### src/rtl/mem_port_arbiter_if.sv
// Fetch, data and single-port memory signals shared by the arbiter and its neighbours.
// slave: arbiter view; master: requester/memory view.
interface mem_port_arbiter_if #(
    parameter int AW = 10,
    parameter int DW = 32
);
    logic          if_req;
    logic [AW-1:0] if_addr;
    logic          if_gnt;
    logic          if_rvalid;
    logic [DW-1:0] if_rdata;
    logic          if_flush;

    logic          d_req;
    logic          d_we;
    logic [AW-1:0] d_addr;
    logic [DW-1:0] d_wdata;
    logic          d_gnt;
    logic          d_rvalid;
    logic [DW-1:0] d_rdata;

    logic          mem_en;
    logic          mem_we;
    logic [AW-1:0] mem_addr;
    logic [DW-1:0] mem_wdata;
    logic [DW-1:0] mem_rdata;

    modport slave (
        input  if_req, if_addr, if_flush,
        output if_gnt, if_rvalid, if_rdata,
        input  d_req, d_we, d_addr, d_wdata,
        output d_gnt, d_rvalid, d_rdata,
        output mem_en, mem_we, mem_addr, mem_wdata,
        input  mem_rdata
    );

    modport master (
        output if_req, if_addr, if_flush,
        input  if_gnt, if_rvalid, if_rdata,
        output d_req, d_we, d_addr, d_wdata,
        input  d_gnt, d_rvalid, d_rdata,
        input  mem_en, mem_we, mem_addr, mem_wdata,
        output mem_rdata
    );
endinterface

### src/rtl/mem_port_arbiter.sv
// Shares one single-port memory between fetch and data ports; grant is combinational, read data returns 1 cycle later.
// No queueing: a losing requester holds its request until granted; fetch is forced through after STARVE_MAX losses.
module mem_port_arbiter #(
    parameter int AW         = 10,
    parameter int DW         = 32,
    parameter int STARVE_MAX = 3
) (
    input  logic                clk1,
    input  logic                rst,
    mem_port_arbiter_if.slave   bus
);
    localparam int SW = $clog2(STARVE_MAX + 1);

    typedef enum logic [1:0] {IDLE, RD_IF, RD_D} state_t;

    state_t        state;
    state_t        state_nxt;
    logic [SW-1:0] starve_cnt;
    logic          both_req;
    logic          fetch_forced;
    logic          gnt_if;
    logic          gnt_d;
    logic          rvalid_if;
    logic          rvalid_d;
    logic [DW-1:0] if_hold;
    logic [DW-1:0] d_hold;

    always_comb begin
        both_req     = bus.if_req && bus.d_req;
        fetch_forced = both_req && (starve_cnt == SW'(STARVE_MAX));
        gnt_d        = !rst && bus.d_req && !fetch_forced;
        gnt_if       = !rst && bus.if_req && !gnt_d;
    end

    assign bus.if_gnt    = gnt_if;
    assign bus.d_gnt     = gnt_d;
    assign bus.mem_en    = gnt_if || gnt_d;
    assign bus.mem_we    = gnt_d && bus.d_we;
    assign bus.mem_addr  = gnt_d ? bus.d_addr : (gnt_if ? bus.if_addr : {AW{1'b0}});
    assign bus.mem_wdata = gnt_d ? bus.d_wdata : {DW{1'b0}};

    always_ff @(posedge clk1) begin
        if (rst) begin
            starve_cnt <= '0;
        end else if (gnt_if) begin
            starve_cnt <= '0;
        end else if (both_req && gnt_d && (starve_cnt != SW'(STARVE_MAX))) begin
            starve_cnt <= starve_cnt + SW'(1);
        end
    end

    always_ff @(posedge clk1) begin
        if (rst) begin
            state <= IDLE;
        end else begin
            state <= state_nxt;
        end
    end

    // A flush in the grant cycle still grants the fetch but drops its response.
    always_comb begin
        state_nxt = IDLE;
        rvalid_if = 1'b0;
        rvalid_d  = 1'b0;
        if (gnt_if && !bus.if_flush) begin
            state_nxt = RD_IF;
        end else if (gnt_d && !bus.d_we) begin
            state_nxt = RD_D;
        end
        if (!rst) begin
            rvalid_if = (state == RD_IF) && !bus.if_flush;
            rvalid_d  = (state == RD_D);
        end
    end

    always_ff @(posedge clk1) begin
        if (rst) begin
            if_hold <= '0;
            d_hold  <= '0;
        end else begin
            if (rvalid_if) if_hold <= bus.mem_rdata;
            if (rvalid_d)  d_hold  <= bus.mem_rdata;
        end
    end

    assign bus.if_rvalid = rvalid_if;
    assign bus.d_rvalid  = rvalid_d;
    assign bus.if_rdata  = rst ? {DW{1'b0}} : (rvalid_if ? bus.mem_rdata : if_hold);
    assign bus.d_rdata   = rst ? {DW{1'b0}} : (rvalid_d ? bus.mem_rdata : d_hold);
endmodule

### src/flat_wrapper.sv
// flat-port wrapper written by rule: the top's interface ports become plain ports
module mem_port_arbiter_flat 
#(
    parameter int AW         = 10,
    parameter int DW         = 32,
    parameter int STARVE_MAX = 3
)
  (clk1, rst, bus_if_req, bus_if_addr, bus_if_flush, bus_if_gnt, bus_if_rvalid, bus_if_rdata, bus_d_req, bus_d_we, bus_d_addr, bus_d_wdata, bus_d_gnt, bus_d_rvalid, bus_d_rdata, bus_mem_en, bus_mem_we, bus_mem_addr, bus_mem_wdata, bus_mem_rdata);
  mem_port_arbiter_if #(.AW(AW), .DW(DW)) bus_i ();
  input  logic clk1;
  input  logic rst;
  input wire logic [$bits(bus_i.if_req)-1:0] bus_if_req;
  input wire logic [$bits(bus_i.if_addr)-1:0] bus_if_addr;
  input wire logic [$bits(bus_i.if_flush)-1:0] bus_if_flush;
  output wire logic [$bits(bus_i.if_gnt)-1:0] bus_if_gnt;
  output wire logic [$bits(bus_i.if_rvalid)-1:0] bus_if_rvalid;
  output wire logic [$bits(bus_i.if_rdata)-1:0] bus_if_rdata;
  input wire logic [$bits(bus_i.d_req)-1:0] bus_d_req;
  input wire logic [$bits(bus_i.d_we)-1:0] bus_d_we;
  input wire logic [$bits(bus_i.d_addr)-1:0] bus_d_addr;
  input wire logic [$bits(bus_i.d_wdata)-1:0] bus_d_wdata;
  output wire logic [$bits(bus_i.d_gnt)-1:0] bus_d_gnt;
  output wire logic [$bits(bus_i.d_rvalid)-1:0] bus_d_rvalid;
  output wire logic [$bits(bus_i.d_rdata)-1:0] bus_d_rdata;
  output wire logic [$bits(bus_i.mem_en)-1:0] bus_mem_en;
  output wire logic [$bits(bus_i.mem_we)-1:0] bus_mem_we;
  output wire logic [$bits(bus_i.mem_addr)-1:0] bus_mem_addr;
  output wire logic [$bits(bus_i.mem_wdata)-1:0] bus_mem_wdata;
  input wire logic [$bits(bus_i.mem_rdata)-1:0] bus_mem_rdata;
  assign bus_i.if_req = bus_if_req;
  assign bus_i.if_addr = bus_if_addr;
  assign bus_i.if_flush = bus_if_flush;
  assign bus_if_gnt = bus_i.if_gnt;
  assign bus_if_rvalid = bus_i.if_rvalid;
  assign bus_if_rdata = bus_i.if_rdata;
  assign bus_i.d_req = bus_d_req;
  assign bus_i.d_we = bus_d_we;
  assign bus_i.d_addr = bus_d_addr;
  assign bus_i.d_wdata = bus_d_wdata;
  assign bus_d_gnt = bus_i.d_gnt;
  assign bus_d_rvalid = bus_i.d_rvalid;
  assign bus_d_rdata = bus_i.d_rdata;
  assign bus_mem_en = bus_i.mem_en;
  assign bus_mem_we = bus_i.mem_we;
  assign bus_mem_addr = bus_i.mem_addr;
  assign bus_mem_wdata = bus_i.mem_wdata;
  assign bus_i.mem_rdata = bus_mem_rdata;
  mem_port_arbiter #(.AW(AW), .DW(DW), .STARVE_MAX(STARVE_MAX)) u_core (.clk1(clk1), .rst(rst), .bus(bus_i));
endmodule
### config.mk
export PLATFORM = sky130hd
export DESIGN_NAME = mem_port_arbiter_flat
export DESIGN_NICKNAME = d
export VERILOG_FILES = /design/src/rtl/mem_port_arbiter_if.sv /design/src/rtl/mem_port_arbiter.sv /design/src/flat_wrapper.sv
export SDC_FILE = /design/constraint.sdc
export NUM_CORES = 1
export LEC_CHECK = 0
export ABC_CLOCK_PERIOD_IN_PS = 2000
export CAP_MARGIN = 0
export CORE_MARGIN = 2
export CORE_UTILIZATION = 36
export CTS_BUF_LIST = sky130_fd_sc_hd__clkbuf_8
export CTS_CLUSTER_DIAMETER = 80
export DETAILED_ROUTE_END_ITERATION = 10
export MAX_ROUTING_LAYER = met4
export PLACE_DENSITY = 0.91
export SLEW_MARGIN = 20
export SYNTH_ARGS = -nofsm -noshare
export SYNTH_HDL_FRONTEND = slang
export SYNTH_SLANG_ARGS = --single-unit
### constraint.sdc
create_clock -name clk1 -period 2 [get_ports clk1]
set_clock_uncertainty 0.1 [all_clocks]
set_input_delay 0.2 -clock clk1 [delete_from_list [all_inputs] [get_ports clk1]]
set_output_delay 0.2 -clock clk1 [all_outputs]
set_load 0.01 [all_outputs]
==> metrics.csv, run 1 <==
stage;metric;value;unit
layout;area_delta_synth_final;90.5;%
floorplanning;fp.dieH;92.3;um
drt;wl_per_cell;15.7;um
global_route;grt_first_pass_wirelength;15.9;mm
drt;wirelength_met1;4.52;mm
global_route;grt_max_degree;44;
worst_setup_path;end_kind;primary output;
layout;drive_gt1_share;32.9;%
worst_setup_path;r2r_start;u_core.starve_cnt[1];
floorplanning;die_w;92.3;um
status;violations;negative setup slack;
drt;drt_iter0_drc;132;
drt;firstDrtPassIters;4;
clock_network;clk_path_buf_depth;2;
timing;period_needed;2.02;ns
timing;tightestPinTransition;0.473;ns
clock_network;clock_latency;0.32;ns
timing;setup_violations;20;
power;power.total;3130;uW
clock_network;clkSlewWorstSetupHoldPaths;0.07;ns
drt;drt-total-wl;10.7;mm
global_route;grt_pass1_vias;3312;
clock_network;cts_sinks;68;
worst_setup_path;cp-startpoint;u_core.starve_cnt[1];
clock_network;cts-root-buf;clkbuf_8;
layout;final_core_util;69.8;%
timing;hold_viol;0;
floorplanning;die_area;0.00851;mm2
global_route;track_usage;24.2;%
drt;drcViolationCount;0;
min_path;min_path_type;input port to flop;
placement;place_congestion;0.774;
worst_setup_path;cp_slowest_cell;dfxtp_2;
floorplanning;num_io_pins;202;
min_path;hold_start;rst;
clock_network;htreeDepth;3;
placement;dp_hpwl;7.29;mm
clock_network;cts_buffers;9;
floorplanning;start_util;36.7;%
timing;max_slew_margin;68.5;%
worst_setup_path;crit_type;flop to primary output;
power;p_leak;0.00232;uW
yosys;synth_top_cell_by_area;dfxtp_1;
yosys;syn_area_per_cell;7.66;um2
yosys;yosysSeqAreaShare;48.5;%
drt;dr_total_vias;3331;
yosys;netlist_area;0.00280;mm2
worst_setup_path;startpoint_type;flop;
layout;finalInstanceArea;0.00534;mm2
yosys;synth-seq-cells;68;
power;power_density;586;mW/mm2
layout;fin_nets;664;
drt;ant_nets;0;
global_route;antenna_found_initial;1;
yosys;ys_top_cells_by_area;dfxtp_1 (49%), nand2_1 (17%), a21oi_1 (12%);
status;status;complete, but fails checks;
power;ir_drop;385;uV
worst_setup_path;required;1.70;ns
timing;fmaxAchievable;494;MHz
yosys;synth_cell_types;21;
worst_setup_path;crit_fanout;8;
layout;n_fill_cell;611;
worst_setup_path;arrival;1.72;ns
yosys;synth_nets;457;
floorplanning;core_area;0.00765;mm2
worst_setup_path;worst-path-buf-inv;3;
yosys;ys_warn_count;0;
drt;wl_met3;620;um
placement;dpl_cell_area;0.00496;mm2
drt;met2WireLength;5.44;mm
drt;vias_per_cell;4.90;
worst_setup_path;slowest_delay;0.34;ns
run;maxCapViolations;0;
timing;rsz0062_at_grt;true;
placement;pre_cts_slack;-0.333;ns
timing;setup_slack;-0.0249;ns
worst_setup_path;crit_chain;ha_4, a21boi_2, and2b_2, buf_12, clkbuf_16, and2_4, buf_6;
placement;io_buffer_count;201;
yosys;yosys.area.top_type_share;48.5;%
floorplanning;rows;32;
timing;drv_slew;0;
clock_network;cts_tree;built;
timing;final.period_utilization;101;%
global_route;overflow;0;
drt;top_layer_used;met4;
worst_setup_path;crit_family;buffers and inverters;
yosys;synthesis.instances;366;
cells in the mapped netlist:
library cell,n
nand2_1,129
dfxtp_1,68
a21oi_1,66
and2_1,33
buf_2,18
nor2_1,14
a32oi_1,10
clkbuf_1,9
nand2b_1,4
buf_6,3
nor2b_1,2
a21boi_1,1
and2b_2,1
clkbuf_2,1
ha_1,1
nand4b_1,1
nor3_1,1
nor3b_2,1
nor4b_1,1
or3b_1,1
or3b_2,1
sequential cells by signal (all words and copies together), names as in the netlist:
register,count
u_core.starve_cnt,2
u_core.if_hold,32
u_core.d_hold,32
u_core.state,2
final cells by class:
cell class	count	area [um2]	share of cell area, %
well taps	102	128	2.39
diodes	1	2.50	0.0468
clock buffers	11	151	2.83
multi-input cells	267	1500	28.0
repair buffers	227	2140	40.1
flip-flops and latches	68	1370	25.6
clock inverters	4	48.8	0.914
layout by cell type, fill, tap and decap left out, types with 2 or more instances in the layout:
cell type,Yosys,layout
a21oi_1,66,44
a21oi_2,0,22
a32oi_1,10,7
a32oi_2,0,3
and2_1,33,5
and2_4,0,28
buf_12,0,5
buf_2,18,21
buf_4,0,9
buf_6,3,36
clkbuf_16,0,2
clkbuf_2,1,29
clkbuf_8,0,11
clkdlybuf4s15_1,0,2
clkdlybuf4s15_2,0,5
clkdlybuf4s50_1,0,88
clkinv_2,0,2
dfxtp_1,68,64
dfxtp_2,0,3
dlygate4sd2_1,0,21
dlymetal6s2s_1,0,7
nand2_1,129,129
nand2b_1,4,2
nor2_1,14,14
power by group:
group          leakage (uW)  total, uW  internal (uW)  switching [uW]
Clock              0.000105       1130            635             499
Combinational       0.00166        600            354             246
Sequential         0.000553       1400           1380            12.1
metal layers:
layer  vias up  GRT usage, %
met3        10          6.33
met1      1589          28.2
met2       132          42.0
met5         -             -
met4         0          5.10
li1       1600             -
repair_timing:
item | CTS | global route
setup buffers | 3 | 1
gates resized for setup | 296 | 138
pin swaps | 1 | 25
hold buffers | 0 | 0
setup endpoints to repair | 111 | 108
cloned | 3 | 2
worst paths after layout:
check	slack, ns	cells after the start	to
hold reg to reg	0.36	2	u_core.d_hold[3]
setup reg to reg	0.50	4	u_core.starve_cnt[0]
setup / recovery	-0.02	7	bus_mem_wdata[18]
hold / removal	0.10	2	u_core.state[0]
per-stage QoR:
step / hold slack [ns] / instances / TNS [ns]
after global placement: 0.344 / 655 / -15.68
final: 0.102 / 680 / -0.259
after detailed placement: 0.351 / 655 / -18.69
after CTS: 0.0710 / 676 / -1.40
after global routing: 0.0898 / 680 / -3.18
after floorplan: 0.172 / 366 / 0
cells by family after synthesis:
logic type	after synthesis	share of synthesized area (%)
AND/OR/NAND/NOR	189	30.0
AO/OA/AOI/OAI	77	15.2
flip-flops	68	48.5
buffers and inverters	31	5.80
adder cells (fa/ha/maj)	1	0.446
Power figures use the tool's default switching activity.
==> run 2, diff against run 1 <==
- CTS_BUF_LIST: sky130_fd_sc_hd__clkbuf_8 -> sky130_fd_sc_hd__clkbuf_4 sky130_fd_sc_hd__clkbuf_8
- CTS_CLUSTER_SIZE: default -> 28
==> results of run 2 <==
No change in the layout: final DEF, timing and power equal those of run 1.
==> run 3, diff against run 2 <==
- ABC_AREA: default -> 1
- ABC_CLOCK_PERIOD_IN_PS: 2000 -> 2270
- GPL_ROUTABILITY_DRIVEN: default -> 0
- PLACE_DENSITY: 0.91 -> 0.9
- clock period: 2 -> 2.27 ns (I/O delays scaled with it)
==> metrics.csv, run 3 <==
stage;metric;value;unit
status;status;finished, final reports clean;
clock_network;clock_latency;0.32;ns
placement;dpl_cell_area;0.00509;mm2
clock_network;clk_path_buf_depth;2;
power;pwr-share-seq;45.2;%
clock_network;htreeDepth;3;
power;comb_power_share;18.9;%
timing;period_needed;2.20;ns
clock_network;cts_hold_buffers;0;
clock_network;clkSlewWorstSetupHoldPaths;0.08;ns
power;swShare;25.8;%
floorplanning;core_area;0.00781;mm2
global_route;track_usage;22.9;%
worst_setup_path;crit_type;flop to primary output;
timing;setup_violations;0;
floorplanning;fp.dieH;94.2;um
worst_setup_path;end_kind;primary output;
layout;finalInstanceArea;0.00559;mm2
drt;firstDrtPassIters;4;
power;p_leak;0.00434;uW
power;power_density;494;mW/mm2
yosys;ys_top_cells_by_area;dfxtp_1 (47%), nand2_1 (21%), inv_1 (9.2%);
layout;final_core_util;71.6;%
worst_setup_path;arrival;1.88;ns
worst_setup_path;r2r_start;u_core.state[1];
yosys;yosysSeqAreaShare;46.5;%
yosys;synth_commonest_cells;nand2_1 (165), inv_1 (72), dfxtp_1 (68);
drt;vias_per_cell;4.56;
min_path;hold_end;u_core.if_hold[19];
power;clkPwrFrac;35.9;%
yosys;ys.flop_type;dfxtp_1;
global_route;grt_first_pass_wirelength;15.8;mm
worst_setup_path;crit_chain;ha_2, nand2_1, nand3_4, clkinvlp_4, nand2_1, nand2_1, clkdlybuf4s50_1;
layout;seqCellArea;0.00136;mm2
yosys;netlist_area;0.00293;mm2
worst_setup_path;crit_top_cell;nand2_1;
layout;fin_nets;740;
yosys;synth_nets;534;
power;internal-power;2050;uW
worst_setup_path;reg2regPathDepth;7;
clock_network;cts-root-buf;clkbuf_8;
worst_setup_path;startpoint_type;flop;
timing;max_slew_margin;87.1;%
layout;most-common-layout-cells;nand2_1 (163), clkdlybuf4s50_1 (97), dlymetal6s2s_1 (89);
floorplanning;die_area;0.00887;mm2
yosys;synth-seq-cells;68;
min_path;hold_start;u_core.if_hold[19];
yosys;synthesis.instances;443;
worst_setup_path;ff2ff_setup_slack;0.95;ns
timing;final.period_utilization;97.1;%
drt;drcViolationCount;0;
yosys;ys_async_sr_fraction;0;%
worst_setup_path;required;1.94;ns
yosys;syn_area_per_cell;6.61;um2
global_route;grt_max_degree;50;
yosys;synth_top_cell_by_area;dfxtp_1;
timing;whs;0.368;ns
floorplanning;num_io_pins;202;
clock_network;cts_tree;built;
timing;fmaxAchievable;454;MHz
yosys;synth_cell_types;14;
min_path;min_path_cells;2;
clock_network;cts_sinks;68;
layout;top_regs;u_core.d_hold: 32 flops, u_core.if_hold: 32 flops;
yosys;synth-edff-count;0;
worst_setup_path;worst-path-buf-inv;2;
worst_setup_path;crit_family;buffers and inverters;
layout;layout_commonest_cell;nand2_1;
global_route;antenna_found_initial;0;
placement;dp_hpwl;7.50;mm
min_path;min_path_type;flop to flop;
drt;drt_iter0_drc;124;
worst_setup_path;cp_slowest_cell;clkdlybuf4s50_1;
run;maxCapViolations;0;
timing;drv_slew;0;
timing;tightestPinTransition;0.191;ns
global_route;overflow;0;
drt;ant_nets;0;
floorplanning;die_w;94.2;um
layout;area_delta_synth_final;90.9;%
worst_setup_path;crit_fanout;6;
worst_setup_path;r2r_end;u_core.d_hold[13];
yosys;yosys.area.top_type_share;46.5;%
yosys;synth_most_common_cell;nand2_1;
power;ir_drop;431;uV
layout;n_fill_cell;590;
floorplanning;rows;32;
floorplanning;start_util;37.5;%
layout;multiInputGateArea;0.00117;mm2
drt;wl_per_cell;14.3;um
layout;antennaDiodeCount;0;
layout;drive_gt1_share;7.19;%
placement;io_buffer_count;201;
drt;drt-total-wl;10.8;mm
timing;hold_viol;0;
clock_network;cts_buffers;9;
drt;dr_total_vias;3447;
yosys;ys_warn_count;0;
worst_setup_path;slowest_delay;0.53;ns
power;p_switching;713;uW
timing;rsz0062_at_grt;true;
global_route;grt_pass1_vias;3335;
## run 3: cell types whose count changed in the layout (fill, tap and decap cells not counted), moves of 28 or more
cell / before / now
and2_4: 28 / 0
nand2_1: 129 / 163
a21oi_1: 44 / 2
clkbuf_2: 29 / 0
nand3_1: 0 / 33
buf_6: 36 / 3
inv_1: 0 / 70
o21ai_0: 0 / 32
dlymetal6s2s_1: 7 / 89
## run 3: power by group through the flow
| stage | logic, uW | registers [uW] | clock network [uW] |
|---|---|---|---|
| after floorplan | 176 | 1270 | 0 |
| after global placement | 517 | 1270 | 0 |
| after global routing | 566 | 1250 | 1070 |
| final | 523 | 1250 | 991 |
| after CTS | 527 | 1250 | 1010 |
| after detailed placement | 528 | 1270 | 0 |
## run 3: timing repair
action / in CTS / in global routing
setup endpoints to repair: 76 / 92
gates resized for setup: 20 / 98
pin swaps: 0 / 2
endpoints found under the hold margin: 0 / 0
buffers inserted: 0 / 4
gates cloned: 0 / 2
## run 3: worst reg2reg max path: stages, from the launching register on
cell	delay [ns]
dfxtp_1	0.31
inv_1	0.05
nor2_1	0.11
nand2_2	0.10
buf_12	0.19
o21ai_0	0.17
inv_1	0.07
buf_4	0.13
## run 3: worst max path at each step
stage                         startpoint              end  slack, ns  cells after the start
floorplan           u_core.starve_cnt[0]  bus_mem_addr[0]       0.81                      7
global placement                     rst  bus_if_rdata[1]      -0.04                      7
detailed placement                   rst  bus_if_rdata[6]      -0.08                      8
CTS                 u_core.starve_cnt[0]  bus_mem_addr[6]       0.01                      8
global route             u_core.state[1]  bus_d_rdata[26]      -0.06                      8
finish              u_core.starve_cnt[0]  bus_mem_addr[1]       0.07                      7
## run 3: cell type report
type,count,area share (%)
Multi-Input combinational cell,276,21.0
Clock inverter,7,1.34
Clock buffer,9,2.22
Inverter,74,5.08
Timing Repair Buffer,218,43.5
Timing Repair inverter,2,0.224
Tap cell,102,2.28
Sequential cell,68,24.4
## run 3: kinds of logic after synthesis
| family | share of synthesized area, % |
|---|---|
| DFF | 46.5 |
| and+or+nand+nor | 32.4 |
| xor gates and xnor gates | 0.299 |
| AOI/OAI and AO/OA | 5.81 |
| buffers and inverters | 14.5 |
| adders and majority gates | 0.427 |
## run 3: stage by stage
step	total power, uW	worst slack, ns	std cells	setup TNS [ns]
2_1_floorplan	1450	0.813	443	0
3_3_place_gp	1790	-0.0435	734	-0.350
3_5_place_dp	1800	-0.0837	734	-2.27
4_1_cts	2790	0.0134	750	0
5_1_grt	2890	-0.0634	756	-0.138
6_report	2760	0.0659	756	0
## run 3: metal layers
layer	wire, um	vias to the layer above	global-route usage, %
li1	-	1721	-
met1	4120	1566	25.4
met2	5780	142	41.1
met3	721	18	5.46
met4	180	0	6.16
met5	0	-	-
